**config.mk**
```make
export PLATFORM = sky130hd
export DESIGN_NAME = varredura_display4
export DESIGN_NICKNAME = d
export VERILOG_FILES = /design/src/rtl/varredura_display4_pkg.sv /design/src/rtl/varredura_display4.sv
export SDC_FILE = /design/constraint.sdc
export NUM_CORES = 1
export LEC_CHECK = 0
export ABC_AREA = 1
export CORE_UTILIZATION = 52
export DETAILED_ROUTE_END_ITERATION = 8
export GPL_ROUTABILITY_DRIVEN = 0
export GPL_TIMING_DRIVEN = 0
export PLACE_DENSITY = 0.87
export SYNTH_ARGS = -nofsm -noshare
export SYNTH_HDL_FRONTEND = slang
export SYNTH_SLANG_ARGS = --single-unit
export TNS_END_PERCENT = 20
```
**constraint.sdc**
```tcl
create_clock -name clk -period 1.9 [get_ports clk]
set_clock_uncertainty 0.1 [all_clocks]
set_input_delay 0.38 -clock clk [delete_from_list [all_inputs] [get_ports clk]]
set_output_delay 0.38 -clock clk [all_outputs]
set_load 0.03 [all_outputs]
```
**src/rtl/varredura_display4_pkg.sv**
```systemverilog
// Shared display definitions for the 4-digit multiplexed scanner and the
// downstream display7seg decoder.
//   NUM_DIGITS   : number of multiplexed digits (4)
//   BLANK_CODE   : nibble the decoder renders as an unlit digit (4'hF)
//   nibble_t     : one BCD / display code
//   digit_idx_t  : digit position 0..3
//   digit_onehot : position -> one-hot active-high digit enable
//   display_nibble : nibble to show for a digit, with optional
//                    leading-zero blanking
package varredura_display4_pkg;

  localparam int unsigned NUM_DIGITS = 4;

  typedef logic [3:0] nibble_t;
  typedef logic [1:0] digit_idx_t;

  localparam nibble_t BLANK_CODE = 4'hF;

  function automatic logic [NUM_DIGITS-1:0] digit_onehot(input digit_idx_t idx);
    return 4'b0001 << idx;
  endfunction

  // Digit 0 is never blanked, so a value of zero still shows a single "0".
  // Digit i (i>0) is blanked when it and every digit above it are zero.
  function automatic nibble_t display_nibble(input logic [15:0] word,
                                             input digit_idx_t  idx,
                                             input logic        blank_zeros);
    logic    leading_zero;
    nibble_t raw;
    raw = word[{idx, 2'b00} +: 4];
    case (idx)
      2'd3:    leading_zero = (word[15:12] == 4'h0);
      2'd2:    leading_zero = (word[15:8]  == 8'h00);
      2'd1:    leading_zero = (word[15:4]  == 12'h000);
      default: leading_zero = 1'b0;
    endcase
    return (blank_zeros && leading_zero) ? BLANK_CODE : raw;
  endfunction

endpackage

```
**src/rtl/varredura_display4.sv**
```systemverilog
// Four-digit multiplexed display scanner.
// A prescaler holds each digit selected for DIVISOR clocks. Displayed data is
// double-buffered so that a new value only takes effect at a frame boundary.
// Ports:
//   clk         : clock, rising edge
//   rst_n       : asynchronous active-low reset
//   carregar    : one-cycle request to capture valores
//   valores     : four BCD nibbles, [3:0] = digit 0 ... [15:12] = digit 3
//   apaga_zeros : 1 = blank leading zeros
//   valor       : registered nibble for the display7seg decoder
//   sel         : registered one-hot active-high digit enable
//   quadro      : one-cycle pulse when the scan wraps from digit 3 to digit 0
module varredura_display4
  import varredura_display4_pkg::*;
#(
  parameter int unsigned DIVISOR = 50000
) (
  input  logic                  clk,
  input  logic                  rst_n,
  input  logic                  carregar,
  input  logic [15:0]           valores,
  input  logic                  apaga_zeros,
  output nibble_t               valor,
  output logic [NUM_DIGITS-1:0] sel,
  output logic                  quadro
);

  localparam int unsigned CW = (DIVISOR > 1) ? $clog2(DIVISOR) : 1;
  localparam logic [CW-1:0] CNT_MAX = CW'(DIVISOR - 1);

  logic [CW-1:0]         cnt_q, cnt_d;
  digit_idx_t            idx_q, idx_d;
  logic [15:0]           active_q, active_d;
  logic [15:0]           pending_q, pending_d;
  logic                  pend_flag_q, pend_flag_d;
  logic [NUM_DIGITS-1:0] sel_q, sel_d;
  nibble_t               valor_q, valor_d;
  logic                  quadro_q, quadro_d;
  logic                  tick;
  logic                  frame_end;

  always_comb begin
    tick      = (cnt_q == CNT_MAX);
    frame_end = tick && (idx_q == 2'd3);

    cnt_d = tick ? '0 : cnt_q + 1'b1;
    idx_d = tick ? idx_q + 2'd1 : idx_q;

    active_d    = active_q;
    pending_d   = pending_q;
    pend_flag_d = pend_flag_q;

    // A capture on the boundary cycle goes straight to the display buffer;
    // otherwise it waits in the pending buffer (latest capture overwrites).
    if (carregar) begin
      if (frame_end) begin
        active_d    = valores;
        pend_flag_d = 1'b0;
      end else begin
        pending_d   = valores;
        pend_flag_d = 1'b1;
      end
    end else if (frame_end && pend_flag_q) begin
      active_d    = pending_q;
      pend_flag_d = 1'b0;
    end

    // sel/valor move together with the index and already use the buffer
    // contents that will be valid for the new digit (active_d), so a frame
    // loaded on the boundary shows its own digit 0.
    sel_d    = tick ? digit_onehot(idx_d) : sel_q;
    valor_d  = tick ? display_nibble(active_d, idx_d, apaga_zeros) : valor_q;
    quadro_d = frame_end;
  end

  always_ff @(posedge clk or negedge rst_n) begin
    if (!rst_n) begin
      cnt_q       <= '0;
      idx_q       <= 2'd0;
      active_q    <= 16'h0000;
      pending_q   <= 16'h0000;
      pend_flag_q <= 1'b0;
      sel_q       <= 4'b0001;
      valor_q     <= 4'h0;
      quadro_q    <= 1'b0;
    end else begin
      cnt_q       <= cnt_d;
      idx_q       <= idx_d;
      active_q    <= active_d;
      pending_q   <= pending_d;
      pend_flag_q <= pend_flag_d;
      sel_q       <= sel_d;
      valor_q     <= valor_d;
      quadro_q    <= quadro_d;
    end
  end

  assign sel    = sel_q;
  assign valor  = valor_q;
  assign quadro = quadro_q;

endmodule

```
After elaboration in Yosys (flattened, before gate mapping)

Cells that the tools add are included.

Register bits: 60
Latch bits: 0
RAM bits: 0
Memory bits (read-only): 0
Input port bits: 20
Logic and storage cells: 36
Memories kept: 0

Add/subtract/negate cells: 2
$mul: 0
Divide/modulo/power cells: 0
$lt $le $gt $ge: 0
Eq/ne operators: 5
Shift-type cells: 2
Muxes and demuxes: 10
Bitwise gates (word level): 1
Reduce and logical (&&, ||, !) cells: 8

Operators by type and width:

| operator              | number |
|---|---|
| $mux 16               | 4 |
| $add 16x1->16 const B | 1 |
| $eq 16x16->1 const B  | 1 |
| $shiftx 16x5->4       | 1 |
| $logic_not 12->1      | 1 |
| $logic_not 8->1       | 1 |
| $eq 2x2->1 const B    | 3 |
| $logic_not 4->1       | 1 |
| $mux 4                | 1 |
| $shl 1x2->4 const A   | 1 |
| $logic_and 1x1->1     | 3 |
| $mux 1                | 3 |
| $pmux 1 s3            | 1 |
| $add 2x1->2 const B   | 1 |
| $eq 2x1->1 const B    | 1 |
| $mux 2                | 1 |
| $reduce_and 2->1      | 1 |
| $reduce_bool 2->1     | 1 |
| $not 1->1             | 1 |

Longest topological paths before layout

Word-level depth: 9
Gate-level depth with buffers: 14

Least setup slack after synthesis

Ideal clock, no wire load.

Path kind: reg2reg
Start point: reg cnt_q[0]
End point: reg pending_q[2]
Arrival time: 1852 ps
Path slack: -177 ps
Stages on the path, launching flop included: 10
Buffers on the path: 1
Clock period less this slack: 2077 ps
Cell sequence: dfrtp_1 > ha_1 > nand3_2 > inv_2 > nand2_4 > nor2_8 > nand2_4 > nand2_1 > buf_2 > mux2_2

Word-level cells in the longest chain between the ends: 4

RTL lines:

| what                              | line                     | text |
|---|---|---|
| start, declared                   | varredura_display4.sv:31 | `logic [CW-1:0] cnt_q, cnt_d;` |
| start signal, assigned            | varredura_display4.sv:87 | `cnt_q <= cnt_d;` |
| $eq 16x16->1                      | varredura_display4.sv:43 | `tick = (cnt_q == CNT_MAX);` |
| $logic_and 1x1->1                 | varredura_display4.sv:44 | `frame_end = tick && (idx_q == 2'd3);` |
| $not 1->1 (no source line)        | -                        |  |
| $reduce_and 2->1 (no source line) | -                        |  |
| end signal, assigned              | varredura_display4.sv:90 | `pending_q <= pending_d;` |
| end, declared                     | varredura_display4.sv:34 | `logic [15:0] pending_q, pending_d;` |

No other way between the ends.
A chain may end at the register's enable or synchronous reset.

Worst setup path after layout

Start point: reg cnt_q[8]
End point: reg valor_q[0] (netlist: valor[0])

Word-level cells in the longest chain between the ends: 9
Elaborated cells between the ends (all ways): 17
Those cells by class: 4 x eq/ne; 1 x shift; 6 x mux; 6 x reduce/logical

RTL lines:

| what                                           | line                         | text |
|---|---|---|
| $eq 16x16->1 (*)                               | varredura_display4.sv:43     |  |
| $logic_and 1x1->1                              | varredura_display4.sv:44     |  |
| $logic_and 1x1->1                              | varredura_display4.sv:63     | `end else if (frame_end && pend_flag_q) begin` |
| $mux 16                                        | varredura_display4.sv:63     |  |
| $mux 16                                        | varredura_display4.sv:55     | `if (carregar) begin` |
| $logic_not 12->1, or another cell as far along | varredura_display4_pkg.sv:34 | `2'd1: leading_zero = (word[15:4] == 12'h000);` |
| $pmux 1 s3                                     | varredura_display4_pkg.sv:31 | `case (idx)` |
| $logic_and 1x1->1                              | varredura_display4_pkg.sv:37 | `return (blank_zeros && leading_zero) ? BLANK_CODE : raw;` |
| $mux 4                                         | varredura_display4_pkg.sv:37 |  |
| end signal, assigned                           | varredura_display4.sv:93     | `valor_q <= valor_d;` |
| end, declared                                  | varredura_display4.sv:37     | `nibble_t valor_q, valor_d;` |

Every way passes the cells marked *; elsewhere a longest branch is shown, timed or not.

==> results by group <==
Clock network
  • Clk Latency, worst-skew pair: 0.35 ns
  • Clock slew at reported path FFs: 0.07 ns
  • Htree depth: 3
  • CTS Buffer Depth: 2
  • Root buffer cell: clkbuf_8
  • Total CTS buffers: 9
  • CTS tree: built
  • Clock sinks: 60

Worst setup path
  • Largest delay share family, worst path: simple AND/OR/NAND/NOR gates
  • WP data required: 2.08 ns
  • Most used cell, CP: nand2_1
  • Critical Path Fanout Max: 7
  • Crit end category: register
  • CP max stage delay: 0.43 ns
  • WP buf/inv: 1
  • Worst path arrival time: 2.38 ns
  • Kind of critical path: reg2reg
  • Critical Path Start Type: register
  • Slowest-stage cell, CP: dfrtp_1
  • Worst path cell trace: nand2_2 > inv_2 > nand2_1 > nor2_4 > nand4_4 > nand2_1 > nand3_1 > nand2_1 > nand3_1 > nor2_2 > nand3_4 > a21oi_2

STA
  • Worst Setup Slack, final: -0.3022 ns
  • Fmax: 454.1 MHz
  • Max Slew Vio Count: 0
  • Final Hold Vio Count: 0
  • Fin crit share: 115.9%
  • RSZ-0062 raised after global routing: true
  • Fin crit period: 2.202 ns
  • Slew @ Worst Pin: 0.7005 ns
  • Slew headroom: 53.30%
  • Setup-failing EPs final: 14

Yosys
  • Synth top cells by count: nand2_1 (116), dfrtp_1 (59), nand3_1 (44)
  • Post-synth top area cell: dfrtp_1
  • Number of synthesized flops with an enable pin: 0
  • Most common cell in the netlist: nand2_1
  • Synth Area in Compound Gates: 6.050%
  • Mux cell area share after synthesis: 2.740%
  • Fraction of registers with async set/reset: 100.0%
  • Synth Area in XOR/XNOR: 0.7991%
  • Register area share after synthesis: 45.70%
  • Post-synthesis simple-gate area fraction: 35.27%
  • Avg Cell Area, Syn: 8.020 um2
  • Synthesized instance count: 410
  • Top-area cell type share of the netlist area: 44.90%
  • Largest family of logic cells by synthesized area: simple AND/OR/NAND/NOR gates
  • Synth Warn #: 0
  • Synthesized area: 3288 um2
  • Top_reg_cell synth: dfrtp_1
  • Synth top area cells: dfrtp_1 (45%), nand2_1 (13%), nand3_1 (6.7%), inv_1 (4.9%), nor2_1 (3.4%)
  • Adder-cell share of the synthesized area: 0.7610%
  • Syn nets: 432
  • Unique masters post-synth: 38
  • Seq cells post-synth: 60

Run status
  • Violated checks: setup timing
  • Run status: complete, but fails checks

Finish
  • Area occupied by multi-input gates: 1688 um2
  • Syn-to-layout area delta: 29.79%
  • NumNets Final: 490
  • Utilization after layout: 70.83%
  • # fillers: 429
  • Register area: 1505 um2
  • Antenna Cells: 0
  • Share of cells above drive strength 1: 26.43%

Global routing
  • Total GRT Usage: 27.05%
  • Antenna violations before repair: 0
  • Met1 Track Usage GR: 30.28%
  • Most Crowded Layer GR: met2
  • Vias in the first global route: 3037
  • Grt met3 use: 7.333%
  • GRT overflow: 0
  • First-pass GRT wire length: 13.29 mm
  • Met2 Use GR: 46.58%
  • Largest net degree at the start of global routing: 33

Power and ir drop
  • Pwr/cell area: 685.2 nW/um2
  • Leakage: 0.002098 uW
  • Power Total: 2924 uW
  • Worst vdd ir: 0.6241 mV

Drt
  • First-pass iteration count of the detailed router: 5
  • Number of DRC markers in iteration 0: 219
  • Vias per cell: 5.524
  • Routed len/inst: 15.31 um
  • Residual DRC: 0
  • Via count: 3027
  • WL final: 8.388 mm
  • Post-route ant nets: 0

Die
  • Die ar.: 6646 um2
  • Core ar.: 6026 um2
  • I/O Pins: 29
  • Die width: 81.52 um
  • Die Y: 81.52 um
  • Initial Utilization: 54.57%
  • # rows: 28

Placed design
  • Dpl hpwl: 5.337 mm
  • Port bufs: 27

Hold path
  • Hold Crit Class: in2reg

Run
  • Max cap viols: 0
-- sequential cells by signal, summed over array words and instances, names as in the netlist --
name / cells
active_q: 16
cnt_q: 16
pending_q: 16
sel: 4
valor: 4
idx_q: 2
pend_flag_q: 1
quadro: 1
-- cell usage in the layout, fill, tap and decap left out, types with 13 or more instances in the layout --
master           instances
clkdlybuf4s50_1         24
nor2_1                  20
inv_2                   13
o21ai_0                 15
nand2_1                104
nand3_1                 43
inv_1                   41
nand2_2                 15
buf_4                   16
dfrtp_1                 57
-- layer usage --
metal / vias up / wire (um)
met2: 98 / 4357
met4: 0 / 218
li1: 1434 / -
met5: - / 0
met1: 1469 / 3389
met3: 26 / 423
-- worst reg2reg max path, cell delays in order, from the launching register on --
cell and delay (ns):
dfrtp_1 0.43, nand2_2 0.12, inv_2 0.10, nand2_1 0.09
nor2_4 0.17, nand4_4 0.19, nand2_1 0.15, nand3_1 0.11
nand2_1 0.16, nand3_1 0.11, nor2_2 0.15, nand3_4 0.12
a21oi_2 0.14
-- per-stage QoR --
step | cell area (um2) | TNS (ns) | setup slack (ns) | hold slack, ns | cells
after floorplan | 3301 | -0.04413 | -0.01103 | -0.01559 | 410
after global placement | 3665 | -94.53 | -1.536 | 0.3459 | 512
after detailed placement | 3680 | -4.415 | -0.3808 | 0.3573 | 513
after CTS | 4108 | -1.558 | -0.2347 | 0.3096 | 542
after global routing | 4268 | -4.008 | -0.4171 | 0.3516 | 548
final | 4268 | -1.899 | -0.3022 | 0.3336 | 548
-- path summary, 6_finish.rpt --
path                                     startpoint                  endpoint  slack [ns]  cells after the start
max                              cnt_q[8]$_DFF_PN0_      valor[0]$_DFFE_PN0N_       -0.30                     12
min                                        carregar     active_q[8]$_DFF_PN0_        0.33                      3
max reg2reg                      cnt_q[8]$_DFF_PN0_      valor[0]$_DFFE_PN0N_       -0.30                     12
min reg2reg                pending_q[9]$_DFFE_PN0P_  pending_q[9]$_DFFE_PN0P_        0.39                      2
max in group asynchronous                     rst_n        sel[0]$_DFFE_PN1N_        0.53                      3
min in group asynchronous                     rst_n       cnt_q[10]$_DFF_PN0_        0.50                      2
-- layout make-up --
type                            count  share of cell area, %
Multi-Input combinational cell    285                  39.55
Sequential cell                    60                  35.27
Timing Repair Buffer               45                  10.14
Inverter                           57                  5.072
Clock buffer                       12                  3.635
Clock inverter                      4                  2.228
Tap cell                           75                  2.199
Buffer                             10                  1.906
-- report_power, final --
| group | switching (uW) | internal, uW | total, uW | leakage (uW) |
|---|---|---|---|---|
| clock | 516 | 942 | 1460 | 0.000127 |
| combinational | 73.7 | 67.0 | 141 | 0.00126 |
| sequential | 16.3 | 1310 | 1330 | 0.000715 |
-- timing repair --
item / CTS / global route
pin swaps: 7 / 21
buffers inserted: 11 / 5
endpoints found under the setup margin: 28 / 36
hold endpoints to repair: 10 / 0
cloned: 1 / 1
gates resized for setup: 17 / 36
hold buffers: 1 / 0
-- cell families after synthesis --
| kind of cell | after synthesis |
|---|---|
| simple gates | 237 |
| buf+inv | 67 |
| flops | 60 |
| compound gates | 33 |
| mux | 8 |
| xor+xnor | 3 |
| fa+ha+maj | 2 |
Note: power is estimated with default switching activity, not from simulation.
